<file path="config.mk">
export PLATFORM = sky130hd
export DESIGN_NAME = seven_segment_scanner
export DESIGN_NICKNAME = d
export VERILOG_FILES = /design/src/rtl/seven_segment_scanner.sv
export SDC_FILE = /design/constraint.sdc
export NUM_CORES = 1
export LEC_CHECK = 0
export BUFFER_PORTS_ARGS = -buffer_cell sky130_fd_sc_hd__clkbuf_2
export CAP_MARGIN = 20
export CORE_UTILIZATION = 61
export CTS_BUF_LIST = sky130_fd_sc_hd__clkbuf_4 sky130_fd_sc_hd__clkbuf_8
export DETAILED_ROUTE_END_ITERATION = 8
export PLACE_DENSITY = 0.82
export SKIP_CTS_REPAIR_TIMING = 1
export SLEW_MARGIN = 20
export SYNTH_ARGS = -nofsm -noshare
export SYNTH_HDL_FRONTEND = slang
export SYNTH_HIERARCHICAL = 1
export SYNTH_SLANG_ARGS = --single-unit
</file>
<file path="constraint.sdc">
create_clock -name clk -period 2.6 [get_ports clk]
set_input_delay 0.39 -clock clk [delete_from_list [all_inputs] [get_ports clk]]
set_output_delay 0.39 -clock clk [all_outputs]
set_load 0.005 [all_outputs]
</file>
<file path="src/rtl/seven_segment_scanner.sv">
// Seven-segment scanner: time-multiplexes NUM_DIGITS BCD digits onto one
// shared converter and an active-low GFEDCBA segment bus. Digit data is
// double-buffered and swapped in only at frame start. Optional leading-zero
// blanking is supported.

// BCD to active-low GFEDCBA segment pattern; 10..15 all render as 'E'.
module seven_segment_converter (
   input  logic [3:0] bcd_i,
   output logic [6:0] seg_o
);

   // Pure lookup, shared by every digit slot.
   always_comb begin
      case (bcd_i)
         4'd0:    seg_o = 7'b1000000;
         4'd1:    seg_o = 7'b1111001;
         4'd2:    seg_o = 7'b0100100;
         4'd3:    seg_o = 7'b0110000;
         4'd4:    seg_o = 7'b0011001;
         4'd5:    seg_o = 7'b0010010;
         4'd6:    seg_o = 7'b0000010;
         4'd7:    seg_o = 7'b1111000;
         4'd8:    seg_o = 7'b0000000;
         4'd9:    seg_o = 7'b0010000;
         default: seg_o = 7'b0000110;
      endcase
   end

endmodule

module seven_segment_scanner #(
   parameter int NUM_DIGITS  = 4,
   parameter int REFRESH_DIV = 50000,
   parameter int GAP_CYCLES  = 2
) (
   input  logic                    clk,
   input  logic                    rst_n,
   input  logic                    enable,
   input  logic                    lz_blank,
   input  logic                    load,
   input  logic [4*NUM_DIGITS-1:0] digits_in,
   output logic [6:0]              HEX,
   output logic [NUM_DIGITS-1:0]   digit_en_n,
   output logic                    load_ack
);

   localparam int DW      = 4 * NUM_DIGITS;
   localparam int IDX_W   = $clog2(NUM_DIGITS);
   localparam int CNT_MAX = (REFRESH_DIV > GAP_CYCLES) ? REFRESH_DIV : GAP_CYCLES;
   localparam int CNT_W   = (CNT_MAX > 1) ? $clog2(CNT_MAX) : 1;

   localparam logic [CNT_W-1:0] DRV_LAST = CNT_W'(REFRESH_DIV - 1);
   localparam logic [CNT_W-1:0] GAP_LAST = CNT_W'((GAP_CYCLES > 0) ? GAP_CYCLES - 1 : 0);
   localparam logic [IDX_W-1:0] IDX_LAST = IDX_W'(NUM_DIGITS - 1);

   typedef enum logic [1:0] {
      S_OFF   = 2'd0,
      S_DRIVE = 2'd1,
      S_GAP   = 2'd2
   } state_t;

   state_t            state_q, state_d;
   logic [IDX_W-1:0]  idx_q, idx_d, idx_nxt;
   logic [CNT_W-1:0]  cnt_q, cnt_d;
   logic              frame_start;

   logic [DW-1:0]     shadow_q, shadow_d;
   logic [DW-1:0]     disp_q, disp_d;
   logic              pending_q, pending_d;

   logic [6:0]        hex_q, hex_d;
   logic [NUM_DIGITS-1:0] en_q, en_d;
   logic              ack_q, ack_d;

   logic [NUM_DIGITS-1:0] blank;
   logic              all_zero;
   logic [3:0]        cur_bcd;
   logic [6:0]        cur_seg;

   // Single converter fed by whichever digit the scan index points at.
   assign cur_bcd = disp_q[{idx_q, 2'b00} +: 4];

   seven_segment_converter u_conv (
      .bcd_i (cur_bcd),
      .seg_o (cur_seg)
   );

   // Scan state, digit index and dwell/gap counter.
   always_ff @(posedge clk or negedge rst_n) begin
      if (!rst_n) begin
         state_q <= S_OFF;
         idx_q   <= '0;
         cnt_q   <= '0;
      end else begin
         state_q <= state_d;
         idx_q   <= idx_d;
         cnt_q   <= cnt_d;
      end
   end

   // Next scan position; flags the cycle that enters DRIVE on digit 0.
   always_comb begin
      state_d     = state_q;
      idx_d       = idx_q;
      cnt_d       = cnt_q;
      frame_start = 1'b0;
      idx_nxt     = (idx_q == IDX_LAST) ? '0 : idx_q + IDX_W'(1);
      if (!enable) begin
         state_d = S_OFF;
         idx_d   = '0;
         cnt_d   = '0;
      end else begin
         case (state_q)
            S_OFF: begin
               state_d     = S_DRIVE;
               idx_d       = '0;
               cnt_d       = '0;
               frame_start = 1'b1;
            end
            S_DRIVE: begin
               if (cnt_q == DRV_LAST) begin
                  cnt_d = '0;
                  if (GAP_CYCLES > 0) begin
                     state_d = S_GAP;
                  end else begin
                     idx_d       = idx_nxt;
                     frame_start = (idx_q == IDX_LAST);
                  end
               end else begin
                  cnt_d = cnt_q + CNT_W'(1);
               end
            end
            S_GAP: begin
               if (cnt_q == GAP_LAST) begin
                  state_d     = S_DRIVE;
                  cnt_d       = '0;
                  idx_d       = idx_nxt;
                  frame_start = (idx_q == IDX_LAST);
               end else begin
                  cnt_d = cnt_q + CNT_W'(1);
               end
            end
            default: begin
               state_d = S_OFF;
               idx_d   = '0;
               cnt_d   = '0;
            end
         endcase
      end
   end

   // A digit is blanked when it and every digit above it are zero; digit 0 never is.
   always_comb begin
      all_zero = 1'b1;
      blank    = '0;
      for (int k = NUM_DIGITS - 1; k >= 0; k--) begin
         all_zero = all_zero & (disp_q[4*k +: 4] == 4'd0);
         if (k != 0) blank[k] = lz_blank & all_zero;
      end
   end

   // Shadow capture and frame-boundary swap; the swap uses the old shadow even
   // if a new load arrives in the same cycle, which then stays pending.
   always_comb begin
      shadow_d  = shadow_q;
      disp_d    = disp_q;
      pending_d = pending_q;
      if (frame_start && pending_q) begin
         disp_d    = shadow_q;
         pending_d = 1'b0;
      end
      if (load) begin
         shadow_d  = digits_in;
         pending_d = 1'b1;
      end
   end

   // Double-buffer registers.
   always_ff @(posedge clk or negedge rst_n) begin
      if (!rst_n) begin
         shadow_q  <= '0;
         disp_q    <= '0;
         pending_q <= 1'b0;
      end else begin
         shadow_q  <= shadow_d;
         disp_q    <= disp_d;
         pending_q <= pending_d;
      end
   end

   // Output decode: dropping enable darkens the pins on the very next edge.
   always_comb begin
      hex_d = 7'h7F;
      en_d  = '1;
      if (enable && (state_q == S_DRIVE) && !blank[idx_q]) begin
         hex_d        = cur_seg;
         en_d[idx_q]  = 1'b0;
      end
      ack_d = frame_start & pending_q;
   end

   // Registered pins so segments and anodes always switch together.
   always_ff @(posedge clk or negedge rst_n) begin
      if (!rst_n) begin
         hex_q <= 7'h7F;
         en_q  <= '1;
         ack_q <= 1'b0;
      end else begin
         hex_q <= hex_d;
         en_q  <= en_d;
         ack_q <= ack_d;
      end
   end

   assign HEX        = hex_q;
   assign digit_en_n = en_q;
   assign load_ack   = ack_q;

endmodule

</file>
**Word level (Yosys, flattened, before mapping)**

Memories as Yosys holds them, arrays and structs flattened.
Index checks and enable logic that the tools add are counted.

- Register bits after elaboration: 65
- Bits in read-only memories: 112
- Output and inout port bits: 12
- Word-level logic and storage cells: 65
- Memories kept: 1

Memory list:

| name | words | width | read ports | clocked after memory_dff | wr ports | line | text |
|---|---|---|---|---|---|---|---|
| (no name shown) | 16 | 7 | 1 | 0 | 0 | 14 | `case (bcd_i)` |

- Add/subtract/negate cells: 2
- $lt $le $gt $ge: 2
- Eq/ne operators: 8
- Shifts and indexed selects: 1
- Mux-type cells: 23
- Bitwise gates (word level): 7
- Reductions and logical operators: 12

Operator list:

| operator | count |
|---|---|
| $mux 16 | 3 |
| $pmux 16 s2 | 1 |
| $add 16x1->16 const B | 1 |
| $eq 16x1->1 const B | 1 |
| $eq 16x16->1 const B | 1 |
| $shiftx 16x5->4 | 1 |
| $logic_not 4->1 | 3 |
| $mux 2 | 6 |
| $mux 7 | 1 |
| $and 1x1->1 | 6 |
| $mux 1 | 6 |
| $ne 3x3->1 const B | 2 |
| $pmux 2 s3 | 1 |
| $eq 2x2->1 const B | 2 |
| $logic_and 1x1->1 | 4 |
| $mux 4 | 1 |
| $not 4->4 | 1 |
| $pmux 2 s2 | 1 |
| $reduce_and 2->1 | 2 |
| $lt 2x3->1 const B | 1 |
| $add 2x1->2 const B | 1 |
| $bmux 1 s2 | 1 |
| $demux 1 s2 | 1 |
| $eq 2x1->1 const B | 1 |
| 6 further kinds | 6 |

**Logic depth before layout (Yosys ltp)**

Gate-level depths: netlist of the first run.

- Word-level depth: 9
- Mapped depth: 9
- Depth with buffers taken out: 6

**By module**

The synthesis of the first run kept the hierarchy.

Modules (own cells, without submodules):

| module | instances | cells an instance | area an instance (um^2) | sequential area each (um^2) |
|---|---|---|---|---|
| seven_segment_scanner | 1 | 267 | 3061.7 | 1640.3 |
| seven_segment_converter | 1 | 27 | 191.4 | 0.0 |

**Least setup slack after synthesis of the first run**

Ideal clock, no wire load.

- Path kind: register to register
- Start: register idx_q[0]
- End: register hex_q[3] (netlist: HEX[3])
- Arrival: 1.790 ns
- Setup slack: 0.746 ns
- Cell stages (with the launch flop): 8
- Path buffers: 1
- Cells stage by stage: dfrtp_1 buf_2 mux4_2 inv_1 ha_1 nand2b_1 a21oi_1 nand2b_1

- Elaborated cells between the ends (all ways): 7

RTL lines:

| item | line | text |
|---|---|---|
| from (decl) | 63 | `logic [IDX_W-1:0] idx_q, idx_d, idx_nxt;` |
| from (signal assigned) | 96 | `idx_q <= idx_d;` |
| $shiftx 16x5->4 | 81 | `assign cur_bcd = disp_q[{idx_q, 2'b00} +: 4];` |
| named net cur_bcd[0] | 77 | `logic [3:0] cur_bcd;` |
| $mem_v2 16x7 | - |  |
| named net cur_seg[3] | 78 | `logic [6:0] cur_seg;` |
| $mux 7 | 195 | `if (enable && (state_q == S_DRIVE) && !blank[idx_q]) begin` |
| named net hex_d[3] | 71 | `logic [6:0] hex_q, hex_d;` |
| to (signal assigned) | 205 | `hex_q <= 7'h7F;` |
| to (signal assigned) | 209 | `hex_q <= hex_d;` |
| to (decl) | 71 |  |

The timed path passes the listed nets, and every way through them passes these cells. The select of a mux whose other input is x is not followed.
A chain may end at the register's enable or synchronous reset.

**Final worst setup path of the first run**

- Start: register cnt_q[1]
- End: register disp_q[15]

- Longest elaborated chain between the ends: 5

RTL lines:

| item | line | text |
|---|---|---|
| from (decl) | 64 | `logic [CNT_W-1:0] cnt_q, cnt_d;` |
| from (signal assigned) | 97 | `cnt_q <= cnt_d;` |
| $eq 16x1->1 | 134 | `if (cnt_q == GAP_LAST) begin` |
| $mux 1 | 134 |  |
| $pmux 1 s2 | 113 | `case (state_q)` |
| $mux 1 | 108 | `if (!enable) begin` |
| $logic_and 1x1->1 | 168 | `if (frame_start && pending_q) begin` |
| to (signal assigned) | 186 | `disp_q <= disp_d;` |
| to (decl) | 68 | `logic [DW-1:0] disp_q, disp_d;` |

No other way between the ends.

==> metrics.md, run 1 <==
| Metric | Value |
|---|---|
| Commonest non-fill, non-tap cell in the layout | `dfrtp_1` |
| Floorplan die height | `75.03 um` |
| Power density over the cells | `854.7 nW/um^2` |
| Area growth from synthesis to layout | `10.54%` |
| Routed len/inst | `14.85 um` |
| Number of maximum-capacitance violations | `0` |
| Setup TNS | `0 ns` |
| Detailed-routing iteration count for the pre-antenna-repair pass | `4` |
| Total Nets Final | `360` |
| Net Count, Synth | `330` |
| Kind of start point of the critical path | `register` |
| Synth Register Bits | `65` |
| Proportion of layout cells with a drive suffix above 1 | `27.30%` |
| Total length of routed wires | `5882 um` |
| Inserted Clock Buffers | `9` |
| Cell-by-cell listing of the critical path | `inv_1 > ha_1 > nor4b_1 > and4_1 > and3_1 > o22ai_1` |
| Post-Place Cell Area | `3438 um^2` |
| Gate Count Post-Synth | `294` |
| Area of the die | `5629 um^2` |
| Std cell rows | `26` |
| Lkg Pwr | `1.539 nW` |
| Post-route ant nets | `0` |
| Count of pins over their slew limit | `0` |
| Main area contributors after synthesis | `dfrtp_1 (42%), dfstp_2 (8.9%), ha_1 (5.8%)` |
| Pin slew with the least headroom to its limit | `0.7712 ns` |
| Initial core utilization | `63.69%` |
| Fill cell total of the finished layout | `378` |
| Drt first-iter violations | `168` |
| Placed Cells | `383` |
| Post-route worst hold slack | `0.2225 ns` |
| CTS Root Buffer Type | `clkbuf_8` |
| Routed vias/inst | `5.672` |
| N_diodes | `0` |
| Tcrit/Tclk final | `80.97%` |
| Post-synth top flop | `dfrtp_1` |
| Share of flip-flops with an asynchronous set or reset | `100.0%` |
| Maximum fanout along the worst path | `16` |
| Number of cells traversed by the worst register-to-register path | `6` |
| Warnings, synthesis | `6` |
| RSZ-0062 raised after global routing | `false` |
| Total overflow reported by the global router | `0` |
| Number of placed I/O pins | `33` |
| Bufs on Longest Clock Path | `2` |
| Total Routing Usage GR | `24.38%` |
| Sequential-to-total area share from yosys stat | `50.42%` |
| Final hold violations | `0` |
| Finished Cell Area | `3596 um^2` |
| CTS H-Tree Depth | `3` |
| Number of cells in the finished layout apart from fillers | `396` |
| Register clock-pin slew on the reported worst setup and hold paths | `0.07 ns` |
| Die X-Extent | `75.03 um` |
| VDD IR-drop max | `0.6697 mV` |
| Most used cells in the layout excluding fill and tap cells | `dfrtp_1 (54), nand2_1 (48), clkbuf_2 (32)` |
| Result of the run | `completed` |
| Relative slew slack | `48.59%` |
| Antenna violations before repair | `0` |
| Timing-limited maximum frequency | `475.0 MHz` |
| Largest area contributor in the synthesized netlist | `dfrtp_1` |
| Number of different library cells in the post-synthesis netlist | `48` |
| DP HPWL | `4023 um` |
| Clock period minus worst slack | `2.105 ns` |
| First-pass GRT wire length | `9956 um` |
| Port Buf Inserts | `32` |
| Average cell area after synthesis | `11.07 um^2` |
| Internal reg-to-reg setup slack | `0.49 ns` |
| Clock tree skew after final layout | `0.01181 ns` |
| Largest stage delay on the critical path | `0.58 ns` |
| Vias in the first global route | `2199` |
| Post-synth design cell area | `3253 um^2` |
| Class of the tightest hold or removal check | `primary input to asynchronous set/reset pin` |
| Final setup fails | `0` |
| Final Wtd Congestion | `0.8503` |
| Top-area cell type share of the netlist area | `41.54%` |
| Sinks on the clock net | `65` |
| DRC | `0` |
| Cell at the slowest stage of the critical path | `and3_1` |
| Data arrival at the endpoint of the critical path | `2.29 ns` |
| TritonCTS clock tree | `built` |
| Element type at the critical path end | `register` |
| Largest net degree at the start of global routing | `66` |
| Via count | `2246` |
| Clock latency on the worst-skew pair | `0.33 ns` |
| Data required time of the worst path | `2.78 ns` |
| Startpoint-to-endpoint class of the critical path | `register to register` |
| Count of flip-flops with a built-in enable after synthesis | `0` |
| Area of the core | `5107 um^2` |
cell type report:
type,count,area (um^2),share of cell area (%)
clock buffer,12,152.6,4.245
sequential,65,1640,45.62
clock inverter,1,5.005,0.1392
inverter,8,30.03,0.8351
tap,70,87.58,2.436
timing repair buffer,36,190.2,5.289
multi-input combinational,204,1490,41.44
metal layers:
metal / GRT usage, % / share of wire (%)
met1: 31.41 / 45
met3: 5.756 / 5.1
met5: 0 / 0
met4: 14.26 / 1.3
met2: 37.94 / 49
state kept, by name (all words and copies together), names as in the netlist:
name	flops
disp_q	16
state_q	2
idx_q	2
digit_en_n	4
shadow_q	16
HEX	7
cnt_q	16
pending_q	1
load_ack	1
cells in the mapped netlist, types with 4 or more instances:
| cell | number |
|---|---|
| o21ai_0 | 4 |
| nand3_1 | 5 |
| nand2b_1 | 11 |
| mux4_2 | 4 |
| nor3_1 | 15 |
| dfstp_2 | 11 |
| mux2_2 | 16 |
| buf_2 | 4 |
| dfrtp_1 | 54 |
| nor4_1 | 4 |
| xnor2_1 | 5 |
| a21oi_1 | 5 |
| buf_4 | 4 |
| clkbuf_1 | 7 |
| inv_1 | 8 |
| xor2_1 | 6 |
| ha_1 | 15 |
| o22ai_1 | 18 |
| nand2_1 | 48 |
| mux2i_1 | 4 |
worst max-delay path, delay by kind of cell, from the launching register on:
family                   cells  cell delay [ns]
AO/OA/AOI/OAI                1             0.16
adder cells (fa/ha/maj)      1             0.13
buffers and inverters        1             0.06
AND/OR/NAND/NOR              3             1.20
flip-flops                   1             0.39
through the flow:
stage                     power [mW]  worst slack [ns]  utilization [%]
after floorplan                2.133            0.7457                -
after global placement         2.330            0.5830            67.32
after detailed placement       2.367            0.5299            67.32
after CTS                      3.087            0.5067            70.41
after global routing           3.264            0.2732            70.41
final                          3.073            0.4947            70.41
final timing paths:
check	start	endpoint
setup / recovery	cnt_q[1]$_DFF_PN0_	disp_q[15]$_DFFE_PN0P_
hold / removal	rst_n	cnt_q[14]$_DFF_PN0_
setup reg to reg	cnt_q[1]$_DFF_PN0_	disp_q[15]$_DFFE_PN0P_
hold reg to reg	cnt_q[0]$_DFF_PN0_	cnt_q[0]$_DFF_PN0_
max in group asynchronous	rst_n	shadow_q[13]$_DFFE_PN0P_
min in group clk	digits_in[12]	shadow_q[12]$_DFFE_PN0P_
kinds of logic after synthesis:
kind of cell	Yosys count	share of synthesized area, %
AOI/OAI and AO/OA	39	8.577
xor gates and xnor gates	11	2.961
DFF	65	50.42
and+or+nand+nor	115	18.96
muxes	24	9.539
adders and majority gates	15	5.769
buffers and inverters	25	3.769
power breakdown:
group | leakage, nW | switching (mW) | internal [mW]
registers | 0.803 | 0.132 | 1.24
logic | 0.651 | 0.555 | 0.429
clock network | 0.0850 | 0.339 | 0.376
No activity file was read; power rests on OpenSTA's default activity.
==> inputs of run 2 (changes only) <==
--- a/config.mk
+++ b/config.mk
@@ -7,10 +7,10 @@
 export LEC_CHECK = 0
 export BUFFER_PORTS_ARGS = -buffer_cell sky130_fd_sc_hd__clkbuf_2
 export CAP_MARGIN = 20
-export CORE_UTILIZATION = 61
+export CORE_UTILIZATION = 55
 export CTS_BUF_LIST = sky130_fd_sc_hd__clkbuf_4 sky130_fd_sc_hd__clkbuf_8
 export DETAILED_ROUTE_END_ITERATION = 8
-export PLACE_DENSITY = 0.82
+export PLACE_DENSITY = 0.78
 export SKIP_CTS_REPAIR_TIMING = 1
 export SLEW_MARGIN = 20
 export SYNTH_ARGS = -nofsm -noshare
==> constraint.sdc (replaced) <==
create_clock -name clk -period 1.9 [get_ports clk]
set_input_delay 0.285 -clock clk [delete_from_list [all_inputs] [get_ports clk]]
set_output_delay 0.285 -clock clk [all_outputs]
set_load 0.005 [all_outputs]
==> run 2 against run 1 <==
  * Worst hold slack got worse by 0.059 ns
  * Sequential share of layout area fell by 2.5 points
  * Maximum frequency is 15% higher
  * Die area up 11%
  * Global-route usage decreased by 1.5 points
==> metrics.md, run 2 (same netlist as run 1, synthesis figures left out) <==
| Metric | Value |
|---|---|
| Result of the run | `completed` |
| Overall power | `4.776 mW (+55%)` |
| Switching fraction of total power | `32.98% (-0.44 points)` |
| Maximum fanout along the worst path | `5 (-11)` |
| Number of maximum-capacitance violations | `0 (unchanged)` |
| Most used cells in the layout excluding fill and tap cells | `dfrtp_1 (53), nand2_1 (48), clkbuf_2 (32)` |
| Combinational group share of total power | `32.6% (+0.6 points)` |
| Number of placed I/O pins | `33 (unchanged)` |
| Largest net degree at the start of global routing | `46 (-30%)` |
| Register share of total power | `39.5% (-5.2 points)` |
| Largest registers | `cnt_q x16, disp_q x16, shadow_q x16` |
| Clock tree skew after final layout | `0.01113 ns (-0.0006839 ns)` |
| Sinks on the clock net | `65 (unchanged)` |
| Element type at the critical path end | `register` |
| CTS H-Tree Depth | `3 (unchanged)` |
| Startpoint-to-endpoint class of the critical path | `register to register` |
| RSZ-0062 raised after global routing | `true` |
| Post-route core utilization | `67.96% (-2.4 points)` |
| Proportion of layout cells with a drive suffix above 1 | `31.27% (+4.0 points)` |
| Data required time of the worst path | `2.15 ns (-0.63 ns)` |
| Vias in the first global route | `2287 (+4.0%)` |
| Inserted Clock Buffers | `9 (unchanged)` |
| Floorplan die height | `78.91 um (+5.2%)` |
| Total Routing Usage GR | `22.92% (-1.5 points)` |
| Internal Power | `3.201 mW (+56%)` |
| Final hold violations | `0 (unchanged)` |
| Relative slew slack | `62.08% (+13 points)` |
| Lkg Pwr | `1.628 nW (+5.8%)` |
| Commonest non-fill, non-tap cell in the layout | `dfrtp_1` |
| Kind of start point of the critical path | `register` |
| Pin slew with the least headroom to its limit | `0.5675 ns (-0.2037 ns)` |
| Register clock-pin slew on the reported worst setup and hold paths | `0.08 ns (about the same)` |
| Die X-Extent | `78.91 um (+5.2%)` |
| Total overflow reported by the global router | `0 (unchanged)` |
| Routed vias/inst | `5.689 (+0.30%)` |
| Count of pins over their slew limit | `0 (unchanged)` |
| Final setup fails | `0 (unchanged)` |
| Switching power | `1.575 mW (+53%)` |
| Clock latency on the worst-skew pair | `0.35 ns (+0.02 ns)` |
| Post-route worst hold slack | `0.1635 ns (-0.05904 ns)` |
| Port Buf Inserts | `32 (unchanged)` |
| CTS Root Buffer Type | `clkbuf_8` |
| Total length of routed wires | `6367 um (+8.2%)` |
| Timing-limited maximum frequency | `544.8 MHz (+15%)` |
| DRC | `0 (unchanged)` |
| Total Nets Final | `370 (+2.8%)` |
| Class of the tightest hold or removal check | `primary input to register` |
| VDD IR-drop max | `0.7751 mV (+16%)` |
| Area growth from synthesis to layout | `17.15%` |
| Routed len/inst | `15.49 um (+4.3%)` |
| TritonCTS clock tree | `built` |
| Final Wtd Congestion | `0.8369 (-1.6%)` |
| Power density over the cells | `1253 nW/um^2 (+47%)` |
| Area of the die | `6226 um^2 (+11%)` |
| Detailed-routing iteration count for the pre-antenna-repair pass | `4 (unchanged)` |
| Post-route ant nets | `0 (unchanged)` |
| Antenna violations before repair | `0 (unchanged)` |
| Via count | `2338 (+4.1%)` |
| Data arrival at the endpoint of the critical path | `2.08 ns (-0.21 ns)` |
| Proportion of power drawn by the clock network | `28.0% (+4.7 points)` |
| Clock period minus worst slack | `1.836 ns (-0.2696 ns)` |
| Std cell rows | `27 (+3.8%)` |
| First-pass GRT wire length | `10750 um (+8.0%)` |
| Drt first-iter violations | `233 (+39%)` |
| Area of the core | `5608 um^2 (+9.8%)` |
| Fill cell total of the finished layout | `465 (+23%)` |
| DP HPWL | `4243 um (+5.5%)` |
| Bufs on Longest Clock Path | `2 (unchanged)` |
| Tcrit/Tclk final | `96.62% (+16 points)` |
| N_diodes | `0 (unchanged)` |
| Initial core utilization | `58.01% (-5.7 points)` |
-- run 2: changes by cell type in the layout (fill, tap and decap cells not counted), moves of 2 or more --
cell	change
buf_4	+6
buf_12	+3
bufinv_16	+2
clkbuf_4	-2
-- run 2: layer usage --
metal  global-route usage, %  vias to the layer above  wire length [um]
li1                        -                     1118                 -
met1                   31.79                     1143              2952
met2                   33.91                       64              3008
met3                   4.138                       13               265
met4                   13.27                        0               141
met5                       0                        -                 0
-- run 2: final timing paths --
path	startpoint	to	slack [ns]	cells past startpoint
max in group asynchronous	rst_n	idx_q[0]$_DFFE_PN0P_	0.91	3
max	cnt_q[0]$_DFF_PN0_	cnt_q[14]$_DFF_PN0_	0.06	5
max reg2reg	cnt_q[0]$_DFF_PN0_	cnt_q[14]$_DFF_PN0_	0.06	5
min reg2reg	cnt_q[0]$_DFF_PN0_	cnt_q[0]$_DFF_PN0_	0.50	1
min in group asynchronous	rst_n	cnt_q[13]$_DFF_PN0_	0.44	3
min	digits_in[9]	shadow_q[9]$_DFFE_PN0P_	0.16	2
-- run 2: critical path, stage by stage, from the launching register on --
cell and delay [ns]:
dfrtp_1 0.40, ha_2 0.24, nand3_4 0.11, or3_4 0.42, or3_1 0.37, a211oi_2 0.21
-- run 2: cell type report --
type	instances	area, um^2	area share [%]
Sequential cell	65	1642	43.07
Multi-Input combinational cell	204	1516	39.79
Timing Repair Buffer	46	305.3	8.011
Tap cell	72	90.09	2.364
Clock inverter	6	90.09	2.364
Clock buffer	10	137.6	3.611
Inverter	8	30.03	0.7879
-- run 2: metrics by stage --
stage	setup WS (ns)	area, um^2	instances	TNS, ns
after floorplan	0.04574	3253	294	0
after global placement	-0.04241	3526	393	-0.6777
after detailed placement	-0.1429	3526	393	-1.732
after CTS	-0.1664	3754	409	-2.275
after global routing	-0.02181	3811	411	-0.03050
final	0.06431	3811	411	0
-- run 2: power groups by stage --
stage / sequential [mW] / clock (mW) / combinational, mW
after global routing: 1.92 / 1.42 / 1.73
after global placement: 1.90 / 0 / 1.39
after CTS: 1.89 / 1.35 / 1.46
after floorplan: 1.85 / 0 / 1.07
after detailed placement: 1.91 / 0 / 1.44
final: 1.89 / 1.34 / 1.56
